**config.mk**
```make
export PLATFORM = sky130hd
export DESIGN_NAME = response_framer
export DESIGN_NICKNAME = d
export VERILOG_FILES = /design/src/rtl/response_pkg.sv /design/src/rtl/sync_fifo.sv /design/src/rtl/response_framer.sv
export SDC_FILE = /design/constraint.sdc
export NUM_CORES = 1
export LEC_CHECK = 0
export ABC_AREA = 1
export BUFFER_PORTS_ARGS = -buffer_cell sky130_fd_sc_hd__buf_2
export CAP_MARGIN = 20
export CORE_AREA = 2 2 112 114
export DETAILED_ROUTE_END_ITERATION = 10
export DIE_AREA = 0 0 114 116
export PLACE_DENSITY = 0.74
export SLEW_MARGIN = 10
export SYNTH_ARGS = -nofsm -noshare
export SYNTH_HDL_FRONTEND = slang
export SYNTH_SLANG_ARGS = --single-unit
export TNS_END_PERCENT = 50
```
**constraint.sdc**
```tcl
create_clock -name clock -period 2.9 [get_ports clock]
set_input_delay 0.87 -clock clock [delete_from_list [all_inputs] [get_ports clock]]
set_output_delay 0.87 -clock clock [all_outputs]
set_load 0.05 [all_outputs]
```
**src/rtl/response_pkg.sv**
```systemverilog
`timescale 1ns/1ps
`default_nettype none
// ============================================================================
// Module  : response_pkg
// Purpose : Shared types and helpers for the response framer: the serialiser
//           state encoding and the request-code to header mapping.
// Ports   : (package, no ports)
// Rev     : 1.0  initial release
// ============================================================================
package response_pkg;

  typedef enum logic [1:0] {
    ST_IDLE   = 2'd0,
    ST_HEADER = 2'd1,
    ST_DATA   = 2'd2,
    ST_CHECK  = 2'd3
  } state_t;

  // Valid codes 1..max_code map to code + offset (wrapping mod 256);
  // code 0 and anything above max_code map to the error header.
  function automatic logic [7:0] map_header(
    input logic [7:0] code,
    input logic [7:0] offset,
    input logic [7:0] max_code,
    input logic [7:0] error_code
  );
    if ((code != 8'd0) && (code <= max_code)) begin
      return code + offset;
    end
    return error_code;
  endfunction

endpackage
`default_nettype wire

```
**src/rtl/sync_fifo.sv**
```systemverilog
`timescale 1ns/1ps
`default_nettype none
// ============================================================================
// Module  : sync_fifo
// Purpose : Single-clock FIFO with show-ahead read data.
// Ports   : clock, reset (sync, active-high)
//           push, wr_data       - write side; ignored when full
//           pop                 - read side; ignored when empty
//           rd_data             - head entry (valid when !empty)
//           full, empty, count  - occupancy status from the registered count
// Rev     : 1.0  initial release
// ============================================================================
module sync_fifo #(
  parameter int WIDTH = 8,
  parameter int DEPTH = 4
) (
  input  logic                     clock,
  input  logic                     reset,
  input  logic                     push,
  input  logic [WIDTH-1:0]         wr_data,
  input  logic                     pop,
  output logic [WIDTH-1:0]         rd_data,
  output logic                     full,
  output logic                     empty,
  output logic [$clog2(DEPTH):0]   count
);

  localparam int PTR_W = $clog2(DEPTH);
  localparam logic [PTR_W-1:0] c_ptr_one  = 1;
  localparam logic [PTR_W:0]   c_cnt_one  = 1;
  localparam logic [PTR_W:0]   c_cnt_full = (PTR_W+1)'(DEPTH);

  logic [WIDTH-1:0] r_mem [DEPTH];
  logic [PTR_W-1:0] r_wr_ptr;
  logic [PTR_W-1:0] r_rd_ptr;
  logic [PTR_W:0]   r_count;
  logic             w_do_push;
  logic             w_do_pop;

  assign full      = (r_count == c_cnt_full);
  assign empty     = (r_count == '0);
  assign count     = r_count;
  assign rd_data   = r_mem[r_rd_ptr];
  assign w_do_push = push && !full;
  assign w_do_pop  = pop && !empty;

  always_ff @(posedge clock) begin
    if (reset) begin
      r_wr_ptr <= '0;
      r_rd_ptr <= '0;
      r_count  <= '0;
    end else begin
      if (w_do_push) r_wr_ptr <= r_wr_ptr + c_ptr_one;
      if (w_do_pop)  r_rd_ptr <= r_rd_ptr + c_ptr_one;
      case ({w_do_push, w_do_pop})
        2'b10:   r_count <= r_count + c_cnt_one;
        2'b01:   r_count <= r_count - c_cnt_one;
        default: r_count <= r_count;
      endcase
    end
  end

  // Storage needs no reset: pointers and count define what is valid.
  always_ff @(posedge clock) begin
    if (w_do_push) r_mem[r_wr_ptr] <= wr_data;
  end

endmodule
`default_nettype wire

```
**src/rtl/response_framer.sv**
```systemverilog
`timescale 1ns/1ps
`default_nettype none
// ============================================================================
// Module  : response_framer
// Purpose : Queues decoded responses and serialises each one into a UART byte
//           frame: mapped header, payload MSB first, optional XOR checksum.
// Ports   : clock, reset (sync, active-high)
//           in_valid/in_ready, in_code, in_data - response input (FIFO push)
//           tx_valid/tx_ready, tx_byte          - byte stream to the UART
//           frame_done                          - last byte handshake
//           busy                                - FSM active or FIFO non-empty
// Rev     : 1.0  initial release
// ============================================================================
module response_framer #(
  parameter int         DATA_BYTES  = 2,
  parameter int         DEPTH       = 4,
  parameter bit         CHECKSUM_EN = 1'b1,
  parameter logic [7:0] CODE_OFFSET = 8'h11,
  parameter int         MAX_CODE    = 8,
  parameter logic [7:0] ERROR_CODE  = 8'hFF
) (
  input  logic                      clock,
  input  logic                      reset,
  input  logic                      in_valid,
  output logic                      in_ready,
  input  logic [7:0]                in_code,
  input  logic [8*DATA_BYTES-1:0]   in_data,
  output logic                      tx_valid,
  input  logic                      tx_ready,
  output logic [7:0]                tx_byte,
  output logic                      frame_done,
  output logic                      busy
);

  import response_pkg::*;

  localparam int FW    = 8 + 8*DATA_BYTES;
  localparam int IDX_W = (DATA_BYTES > 1) ? $clog2(DATA_BYTES) : 1;
  localparam int CNT_W = $clog2(DEPTH) + 1;
  localparam logic [IDX_W-1:0] c_last_idx = IDX_W'(DATA_BYTES-1);
  localparam logic [IDX_W-1:0] c_idx_one  = 1;
  localparam logic [7:0]       c_max_code = 8'(MAX_CODE);

  logic                    w_push;
  logic                    w_pop;
  logic                    w_fifo_full;
  logic                    w_fifo_empty;
  logic [FW-1:0]           w_fifo_rd;
  logic [CNT_W-1:0]        w_fifo_count;
  logic [CNT_W-1:0]        w_cnt_n;

  state_t                  r_state, w_state_n;
  logic [7:0]              r_code;
  logic [8*DATA_BYTES-1:0] r_data;
  logic [IDX_W-1:0]        r_idx, w_idx_n, w_idx_dec;
  logic [7:0]              r_tx_byte, w_tx_byte_n;
  logic                    r_tx_valid, w_tx_valid_n;
  logic                    r_busy, w_busy_n;

  logic [7:0]              w_bytes [DATA_BYTES];
  logic [7:0]              w_header;
  logic [7:0]              w_head_header;
  logic [7:0]              w_checksum;
  logic                    w_hs;
  logic                    w_last;
  logic                    w_finish;

  sync_fifo #(
    .WIDTH (FW),
    .DEPTH (DEPTH)
  ) u_fifo (
    .clock   (clock),
    .reset   (reset),
    .push    (w_push),
    .wr_data ({in_code, in_data}),
    .pop     (w_pop),
    .rd_data (w_fifo_rd),
    .full    (w_fifo_full),
    .empty   (w_fifo_empty),
    .count   (w_fifo_count)
  );

  // Readiness comes from the registered count only, so a same-cycle pop
  // never opens a full FIFO.
  assign in_ready = !w_fifo_full;
  assign w_push   = in_valid && in_ready;

  for (genvar i = 0; i < DATA_BYTES; i++) begin : g_bytes
    assign w_bytes[i] = r_data[8*i +: 8];
  end

  assign w_header      = map_header(r_code, CODE_OFFSET, c_max_code, ERROR_CODE);
  assign w_head_header = map_header(w_fifo_rd[FW-1 -: 8], CODE_OFFSET, c_max_code, ERROR_CODE);
  assign w_idx_dec     = r_idx - c_idx_one;
  assign w_hs          = r_tx_valid && tx_ready;
  assign w_last        = (r_state == ST_CHECK) ||
                         ((r_state == ST_DATA) && (r_idx == '0) && !CHECKSUM_EN);

  always_comb begin
    w_checksum = w_header;
    for (int i = 0; i < DATA_BYTES; i++) begin
      w_checksum = w_checksum ^ w_bytes[i];
    end
  end

  always_comb begin
    w_state_n    = r_state;
    w_idx_n      = r_idx;
    w_tx_byte_n  = r_tx_byte;
    w_tx_valid_n = r_tx_valid;
    w_pop        = 1'b0;
    w_finish     = 1'b0;

    case (r_state)
      ST_IDLE: begin
        if (!w_fifo_empty) begin
          w_pop     = 1'b1;
          w_state_n = ST_HEADER;
        end
      end
      ST_HEADER: begin
        // Coming from IDLE the frame register was only just loaded, so the
        // header is registered onto the output one cycle later. Back-to-back
        // frames arrive here with the header already presented.
        if (!r_tx_valid) begin
          w_tx_valid_n = 1'b1;
          w_tx_byte_n  = w_header;
        end else if (w_hs) begin
          w_state_n   = ST_DATA;
          w_idx_n     = c_last_idx;
          w_tx_byte_n = w_bytes[c_last_idx];
        end
      end
      ST_DATA: begin
        if (w_hs) begin
          if (r_idx != '0) begin
            w_idx_n     = w_idx_dec;
            w_tx_byte_n = w_bytes[w_idx_dec];
          end else if (CHECKSUM_EN) begin
            w_state_n   = ST_CHECK;
            w_tx_byte_n = w_checksum;
          end else begin
            w_finish = 1'b1;
          end
        end
      end
      ST_CHECK: begin
        if (w_hs) w_finish = 1'b1;
      end
      default: w_state_n = ST_IDLE;
    endcase

    // Chain straight into the next queued response so there is no bubble.
    if (w_finish) begin
      if (!w_fifo_empty) begin
        w_pop       = 1'b1;
        w_state_n   = ST_HEADER;
        w_tx_byte_n = w_head_header;
      end else begin
        w_state_n    = ST_IDLE;
        w_tx_valid_n = 1'b0;
      end
    end
  end

  assign w_cnt_n  = w_fifo_count + CNT_W'(w_push) - CNT_W'(w_pop);
  assign w_busy_n = (w_state_n != ST_IDLE) || (w_cnt_n != '0);

  always_ff @(posedge clock) begin
    if (reset) begin
      r_state    <= ST_IDLE;
      r_idx      <= '0;
      r_tx_byte  <= '0;
      r_tx_valid <= 1'b0;
      r_busy     <= 1'b0;
      r_code     <= '0;
      r_data     <= '0;
    end else begin
      r_state    <= w_state_n;
      r_idx      <= w_idx_n;
      r_tx_byte  <= w_tx_byte_n;
      r_tx_valid <= w_tx_valid_n;
      r_busy     <= w_busy_n;
      if (w_pop) begin
        r_code <= w_fifo_rd[FW-1 -: 8];
        r_data <= w_fifo_rd[8*DATA_BYTES-1:0];
      end
    end
  end

  assign tx_valid   = r_tx_valid;
  assign tx_byte    = r_tx_byte;
  assign busy       = r_busy;
  // Marks the cycle in which the final byte is accepted.
  assign frame_done = r_tx_valid && tx_ready && w_last;

endmodule
`default_nettype wire

```
==> results of run 1 <==
## layout by cell type, fill, tap and decap left out, types with 4 or more instances in the layout
master	count
sky130_fd_sc_hd__o211ai_1	4
sky130_fd_sc_hd__nand4_1	5
sky130_fd_sc_hd__nand3_2	4
sky130_fd_sc_hd__buf_2	39
sky130_fd_sc_hd__nand2_1	81
sky130_fd_sc_hd__nand3_1	23
sky130_fd_sc_hd__clkbuf_16	17
sky130_fd_sc_hd__nor2_2	4
sky130_fd_sc_hd__xnor2_1	4
sky130_fd_sc_hd__a31oi_1	17
sky130_fd_sc_hd__edfxtp_1	96
sky130_fd_sc_hd__ha_1	17
sky130_fd_sc_hd__nor2_1	104
sky130_fd_sc_hd__a21oi_1	36
sky130_fd_sc_hd__o21ai_0	75
sky130_fd_sc_hd__o21ai_1	12
sky130_fd_sc_hd__dfxtp_1	46
sky130_fd_sc_hd__clkinv_4	4
sky130_fd_sc_hd__inv_1	43
sky130_fd_sc_hd__buf_4	15
sky130_fd_sc_hd__nand2_2	12
## per-layer routing
| metal | share of wire | global-route usage | vias up |
|---|---|---|---|
| li1 | - | - | 2312 |
| met1 | 0.44 | 0.276 | 2287 |
| met2 | 0.48 | 0.360 | 161 |
| met3 | 0.050 | 0.0492 | 35 |
| met4 | 0.026 | 0.102 | 0 |
| met5 | 0 | 0 | - |
## power groups by stage
stage	logic (uW)	clock network [uW]	registers, uW
after global routing	2910	2250	2800
after CTS	2580	2160	2760
after global placement	2460	0	2770
final	2580	2140	2760
after floorplan	1910	0	2840
after detailed placement	2550	0	2790
## worst max path at each step
stage,startpoint,to,slack [ps],depth (start not counted)
floorplan,tx_ready,busy$_SDFF_PP0_,20,13
global placement,tx_ready,busy$_SDFF_PP0_,60,14
detailed placement,tx_ready,busy$_SDFF_PP0_,-60,14
CTS,r_state[1]$_SDFF_PP0_,busy$_SDFF_PP0_,310,11
global route,r_state[1]$_SDFF_PP0_,busy$_SDFF_PP0_,120,11
finish,r_state[1]$_SDFF_PP0_,busy$_SDFF_PP0_,290,11
## synth_stat cells, types with 3 or more instances
library cell                 n
sky130_fd_sc_hd__nor2_1    108
sky130_fd_sc_hd__edfxtp_1   96
sky130_fd_sc_hd__nand2_1    82
sky130_fd_sc_hd__o21ai_0    75
sky130_fd_sc_hd__dfxtp_1    46
sky130_fd_sc_hd__inv_1      43
sky130_fd_sc_hd__a21oi_1    36
sky130_fd_sc_hd__nand3_1    23
sky130_fd_sc_hd__a31oi_1    17
sky130_fd_sc_hd__ha_1       17
sky130_fd_sc_hd__buf_2      12
sky130_fd_sc_hd__o21ai_1    12
sky130_fd_sc_hd__nand2_2    11
sky130_fd_sc_hd__clkbuf_1    9
sky130_fd_sc_hd__nand4_1     5
sky130_fd_sc_hd__buf_4       4
sky130_fd_sc_hd__inv_2       4
sky130_fd_sc_hd__nand3_2     4
sky130_fd_sc_hd__o211ai_1    4
sky130_fd_sc_hd__xnor2_1     4
sky130_fd_sc_hd__buf_1       3
sky130_fd_sc_hd__nor3_1      3
sky130_fd_sc_hd__o21a_1      3
sky130_fd_sc_hd__o22a_1      3
## worst min-delay path, delay by kind of cell (launching register included)
family	cells	cell delay, ps
flip-flops	1	330
buffers and inverters	1	90
AO/OA/AOI/OAI	1	60
## state kept, by name, indices dropped and copies added (netlist names), named ones only
name,count
r_code,8
tx_byte,8
r_data,16
u_fifo.r_wr_ptr,2
r_idx,1
tx_valid,1
u_fifo.r_rd_ptr,2
u_fifo.count,3
u_fifo.r_mem,96
r_state,2
busy,1
## stage by stage
step / hold slack [ps] / setup TNS (ps) / util / cell area, um2 / total power [uW]
after floorplan: 484 / 0 / - / 6350 / 4750
after global placement: 498 / 0 / 0.563 / 6700 / 5230
after detailed placement: 514 / -63.1 / 0.563 / 6700 / 5340
after CTS: 524 / 0 / 0.612 / 7290 / 7500
after global routing: 568 / 0 / 0.612 / 7290 / 7960
final: 528 / 0 / 0.612 / 7290 / 7480
## kinds of logic after synthesis
family,count (synthesis)
XOR/XNOR,5
AND/OR/NAND/NOR,241
AO/OA/AOI/OAI,159
adder cells (fa/ha/maj),19
flip-flops,142
buffers and inverters,78
## layout make-up
cell class | instances | area [um2] | area share
clock buffers | 17 | 425 | 0.0583
clock inverters | 15 | 163 | 0.0223
inverters | 49 | 186 | 0.0256
multi-input cells | 424 | 2220 | 0.305
flip-flops and latches | 142 | 3800 | 0.522
well taps | 147 | 184 | 0.0252
repair buffers | 54 | 308 | 0.0422
==> summary.md, run 1 <==
| Metric | Value |
|---|---|
| Layout Cells excl Fill | `848` |
| Xor/xnor share of the synthesized area | `0.00690` |
| Number of pins exceeding their max-slew limit in the final report | `0` |
| Path type of the worst setup path | `register to register` |
| Number of inserted filler cells in the final layout | `approximately 960` |
| TritonCTS clock tree | `done` |
| Startpoint Class | `register` |
| Crit-path max FO | `6` |
| Setup WS pre-CTS | `-63.1 ps` |
| H-tree depth reported by CTS | `4` |
| Sequential fraction of the synthesis area | `0.600` |
| Count of endpoints failing hold in the final timing report | `0` |
| Endpoint with the worst hold slack | `u_fifo.count[2]$_SDFFE_PP0P_` |
| Number of port buffers | `39` |
| Number of max-capacitance violations reported | `0` |
| GR Overflow Total | `0` |
| List of cells traversed by the critical path | `inv_1, ha_1, nand2_1, nand2_1, ha_1, inv_1, ha_1, fa_1, a211o_1, nor3_1, a21oi_1` |
| Drt pass-1 iters | `5` |
| Ys Warns | `0` |
| Number of antenna violations at the first check in global routing | `0` |
| Die X-Extent | `114 um` |
| Net switching power figure | `around 2800 uW` |
| Post-detailed-route count of antenna-violating nets | `0` |
| Area grow syn2layout | `15.0%` |
| Max IR drop VDD | `0.432 mV` |
| Adder-cell share of the synthesized area | `0.0399` |
| Required time of the critical path | `3200 ps` |
| Worst path top cell family by delay | `adder cells` |
| Maximum clock rate | `roughly 0.38 GHz` |
| Setup slack of the most critical reg-to-reg path | `290 ps` |
| Leakage power summed over all cells | `around 0.0028 uW` |
| Crit path buffers/inverters | `2` |
| Hold Startpoint | `u_fifo.count[2]$_SDFFE_PP0P_` |
| Library cell with the largest summed area after synthesis | `sky130_fd_sc_hd__edfxtp_1` |
| Top post-synthesis cells by area | `sky130_fd_sc_hd__edfxtp_1 (45%), sky130_fd_sc_hd__dfxtp_1 (15%), sky130_fd_sc_hd__nor2_1 (6.4%), sky130_fd_sc_hd__o21ai_0 (5.9%), sky130_fd_sc_hd__nand2_1 (4.9%)` |
| Post-CTS setup-driven buffer insertion count | `0` |
| Capture instance of the worst register-to-register path | `busy$_SDFF_PP0_` |
| Share of post-route cells with drive strength above 1 | `0.167` |
| Count of distinct cell types in the synthesized netlist | `38` |
| Switching power share of the total | `0.381` |
| Chip height | `116 um` |
| Hold-fix buffers at CTS | `0` |
| Via count of the first global-routing pass | `roughly 4600` |
| Post-placement cell count | `around 820` |
| Worst Max-Slew Pin Slew | `between 500 and 600 ps` |
| Post-route DRC violation count | `0` |
| Fraction of power consumed by the clock network | `0.286` |
| Total I/O pin count | `40` |
| Multiplexer share of the synthesized area | `0` |
| Critical path capture point type | `register` |
| Post-Syn Area per Cell | `between 9 and 10 um2` |
| Die area | `approximately 0.013 mm2` |
| Routability cong. | `0.876` |
| Source of the worst register-to-register timing path | `r_state[1]$_SDFF_PP0_` |
| Syn Nets | `691` |
| Violation count after the first detailed-route iteration | `about 340` |
| Total vias in the final route | `4795` |
| Total inserted antenna cells | `0` |
| Gate count after technology mapping | `644` |
| Setup skew after layout | `8.26 ps` |
| Minimum period implied by the final worst setup slack | `2610 ps` |
| Nets | `about 740` |
| Cell internal pwr | `4630 uW` |
| Number of sinks handled by clock tree synthesis | `142` |
| Flop pwr share | `0.370` |
| Largest net degree at the start of global routing | `54` |
| Kind of path behind the tightest hold check | `register to register` |
| Hold Path Cell Cnt | `2` |
| Initial Util | `0.532` |
| Slowest stage cell, crit path | `sky130_fd_sc_hd__dfxtp_1` |
| Post-synthesis instance area | `between 0.006 and 0.007 mm2` |
| All-Layer GR Usage | `0.218` |
| Most used cell, CP | `sky130_fd_sc_hd__ha_1` |
| Area fraction in compound gates after synthesis | `0.140` |
| Synth async-reset ratio | `0` |
| Post-synth top flop | `sky130_fd_sc_hd__edfxtp_1` |
| Core Box Area | `0.0119 mm2` |
| Clock latency on the worst-skew pair | `420 ps` |
| Library cell used as clock root buffer | `sky130_fd_sc_hd__clkbuf_16` |
| R2r worst-path depth | `11` |
| Number of gates resized after cts | `0` |
| Final routed wire length divided by cell count | `16.0 um` |
| Wirelength, routed | `13.6 mm` |
| Worst EP arrival | `2910 ps` |
| Delay contributed by the slowest stage of the critical path | `between 400 and 500 ps` |
| Worst slew slack as a fraction of its limit | `0.666` |
| Clock buffers created by TritonCTS | `17` |
| Clock-pin slew reported for the worst setup and hold paths after clock tree synthesis | `60 ps` |
| Dominant combinational cell family by area after synthesis | `simple AND/OR/NAND/NOR gates` |
| Worst setup slack after layout | `289 ps` |
| Deepest clock path buffer count | `2` |
| Setup violations, final | `0` |
| Run status | `finished clean` |
| Post-synth EDFFs | `96` |
| Setup repair after global routing missed its margin | `false` |
| Wire length of the first global-routing pass | `22.2 mm` |
| Pwr Density | `1030 mW/mm2` |
| Post-DP HPWL | `8.42 mm` |
| Fraction of the cycle the final worst path needs | `0.900` |
| Yosys reg bits | `142` |
| Share of Yosys cell area claimed by the top area cell type | `0.455` |
| Share of total power in combinational logic | `0.345` |
| Floorplan row count | `40` |
| Post-synthesis simple-gate area fraction | `0.161` |
| Routed vias/inst | `approximately 5.7` |
No activity file was read; power rests on OpenSTA's default activity.
==> run 2: changes to the inputs <==
- PLACE_DENSITY: 0.74 -> not set
- PLACE_DENSITY_LB_ADDON: not set -> 0.3
==> summary.md, run 2 (synthesis gave the netlist of run 1 again) <==
| Metric | Value |
|---|---|
| Chip height | `between 100 and 150 um` |
| Crit-path max FO | `6` |
| Wire length of the first global-routing pass | `22.0 mm` |
| Hold Startpoint | `u_fifo.count[1]$_SDFFE_PP0P_` |
| Flip-flop count of the largest register, all copies and words added | `96` |
| Setup repair after global routing missed its margin | `false` |
| Post-detailed-route count of antenna-violating nets | `0` |
| Startpoint Class | `register` |
| Path type of the worst setup path | `register to register` |
| Critical path capture point type | `register` |
| TritonCTS clock tree | `done` |
| Post-route DRC violation count | `0` |
| Setup slack of the most critical reg-to-reg path | `between 300 and 400 ps` |
| Number of max-capacitance violations reported | `0` |
| Fraction of the cycle the final worst path needs | `0.890` |
| Wirelength, routed | `13.6 mm` |
| Max IR drop VDD | `about 0.52 mV` |
| Placed Instance Area | `0.00672 mm2` |
| Run status | `finished clean` |
| Clock buffers created by TritonCTS | `17` |
| Clock latency on the worst-skew pair | `around 420 ps` |
| Area grow syn2layout | `14.7%` |
| Capture instance of the worst register-to-register path | `busy$_SDFF_PP0_` |
| H-tree depth reported by CTS | `4` |
| Routed vias/inst | `5.51` |
| Leakage power summed over all cells | `0.00281 uW` |
| Library cell used as clock root buffer | `sky130_fd_sc_hd__clkbuf_16` |
| Worst setup slack after layout | `320 ps` |
| Most used cell, CP | `sky130_fd_sc_hd__ha_1` |
| Number of inserted filler cells in the final layout | `959` |
| Core Box Area | `0.0119 mm2` |
| Post-route cell area | `a little over 0.007 mm2` |
| Worst slew slack as a fraction of its limit | `0.676` |
| Drt pass-1 iters | `5` |
| Biggest register | `u_fifo.r_mem` |
| Number of sinks handled by clock tree synthesis | `142` |
| Number of port buffers | `39` |
| Post-DP HPWL | `8.58 mm` |
| Required time of the critical path | `3200 ps` |
| Final routed wire length divided by cell count | `16.1 um` |
| All-Layer GR Usage | `0.221` |
| Endpoint with the worst hold slack | `u_fifo.count[1]$_SDFFE_PP0P_` |
| Hold-fix buffers at CTS | `0` |
| Most used cells in the layout excluding fill and tap cells | `sky130_fd_sc_hd__nor2_1 (104), sky130_fd_sc_hd__edfxtp_1 (96), sky130_fd_sc_hd__nand2_1 (81)` |
| Hold Path Cell Cnt | `2` |
| Summed negative setup slack over all endpoints | `0 ps` |
| Kind of path behind the tightest hold check | `register to register` |
| Number of gates resized after cts | `0` |
| GR Overflow Total | `0` |
| Count of endpoints failing hold in the final timing report | `0` |
| Setup skew after layout | `10.4 ps` |
| R2r worst-path depth | `11` |
| Deepest clock path buffer count | `2` |
| Worst EP arrival | `approximately 2900 ps` |
| Routability cong. | `0.853` |
| Largest net degree at the start of global routing | `between 50 and 60` |
| Delay contributed by the slowest stage of the critical path | `430 ps` |
| Die X-Extent | `114 um` |
| List of cells traversed by the critical path | `inv_1, ha_1, nand2_1, nand2_1, ha_1, inv_1, ha_1, fa_1, a211o_1, nor3_1, a21oi_1` |
| Most common library cell in the layout ignoring fill and taps | `sky130_fd_sc_hd__nor2_1` |
| Overall Power | `7400 uW` |
| Slowest stage cell, crit path | `sky130_fd_sc_hd__fa_1` |
| Total I/O pin count | `40` |
| Setup violations, final | `0` |
| Clock-pin slew reported for the worst setup and hold paths after clock tree synthesis | `60 ps` |
| Top Registers | `u_fifo.r_mem (96), r_data (16)` |
| Initial Util | `0.532` |
| Post-CTS setup-driven buffer insertion count | `0` |
| Pwr Density | `1020 mW/mm2` |
| Total inserted antenna cells | `0` |
| Nets | `736` |
| Number of antenna violations at the first check in global routing | `0` |
| Die area | `0.0132 mm2` |
| Violation count after the first detailed-route iteration | `271` |
| Floorplan row count | `40` |
| Total vias in the final route | `4676` |
| Maximum clock rate | `0.388 GHz` |
| Minimum period implied by the final worst setup slack | `2580 ps` |
| Worst Max-Slew Pin Slew | `486 ps` |
| Via count of the first global-routing pass | `~4400` |
| Share of post-route cells with drive strength above 1 | `0.163` |
| Source of the worst register-to-register timing path | `r_state[1]$_SDFF_PP0_` |
| Setup WS pre-CTS | `-40.1 ps` |
| Number of pins exceeding their max-slew limit in the final report | `0` |
run 2: worst max path at each step:
stage                                      from               to  slack [ps]  cells past startpoint
after global routing      r_state[1]$_SDFF_PP0_  busy$_SDFF_PP0_         190                     11
after CTS                 r_state[1]$_SDFF_PP0_  busy$_SDFF_PP0_         330                     11
after floorplan                        tx_ready  busy$_SDFF_PP0_          20                     13
final                     r_state[1]$_SDFF_PP0_  busy$_SDFF_PP0_         320                     11
after detailed placement               tx_ready  busy$_SDFF_PP0_         -40                     14
after global placement                 tx_ready  busy$_SDFF_PP0_          60                     14
run 2: report_power, final:
group / switching (uW) / internal [uW] / total (uW)
registers: 240 / 2510 / 2750
clock network: 794 / 1250 / 2040
logic: 1750 / 852 / 2600
run 2: layout make-up:
cell class / count / area [um2] / share of cell area
sequential: 142 / 3800 / 0.523
clock buffer: 18 / 429 / 0.0590
timing repair buffer: 55 / 328 / 0.0450
inverter: 49 / 186 / 0.0256
tap: 147 / 184 / 0.0253
clock inverter: 13 / 125 / 0.0172
multi-input combinational: 424 / 2220 / 0.305
run 2: metrics by stage:
stage,hold WS (ps),std cells,utilization
3_5_place_dp,523,817,0.564
2_1_floorplan,484,644,-
6_report,534,848,0.611
3_3_place_gp,504,817,0.564
4_1_cts,533,848,0.611
5_1_grt,566,848,0.611
run 2: worst max-delay path: cells and delay by family, from the launching register on:
family          cells  cell delay (ps)
fa+ha+maj           4             1110
flops               1              420
simple gates        3              390
compound gates      2              360
buf+inv             2              160
run 2: metal layers:
| layer | part of all wire | global-route usage | wire [um] | vias to the layer above |
|---|---|---|---|---|
| met2 | 0.47 | 0.364 | 6430 | 139 |
| met5 | 0 | 0 | 0 | - |
| li1 | - | - | - | 2319 |
| met4 | 0.031 | 0.117 | 418 | 0 |
| met3 | 0.045 | 0.0570 | 613 | 27 |
| met1 | 0.45 | 0.269 | 6170 | 2191 |
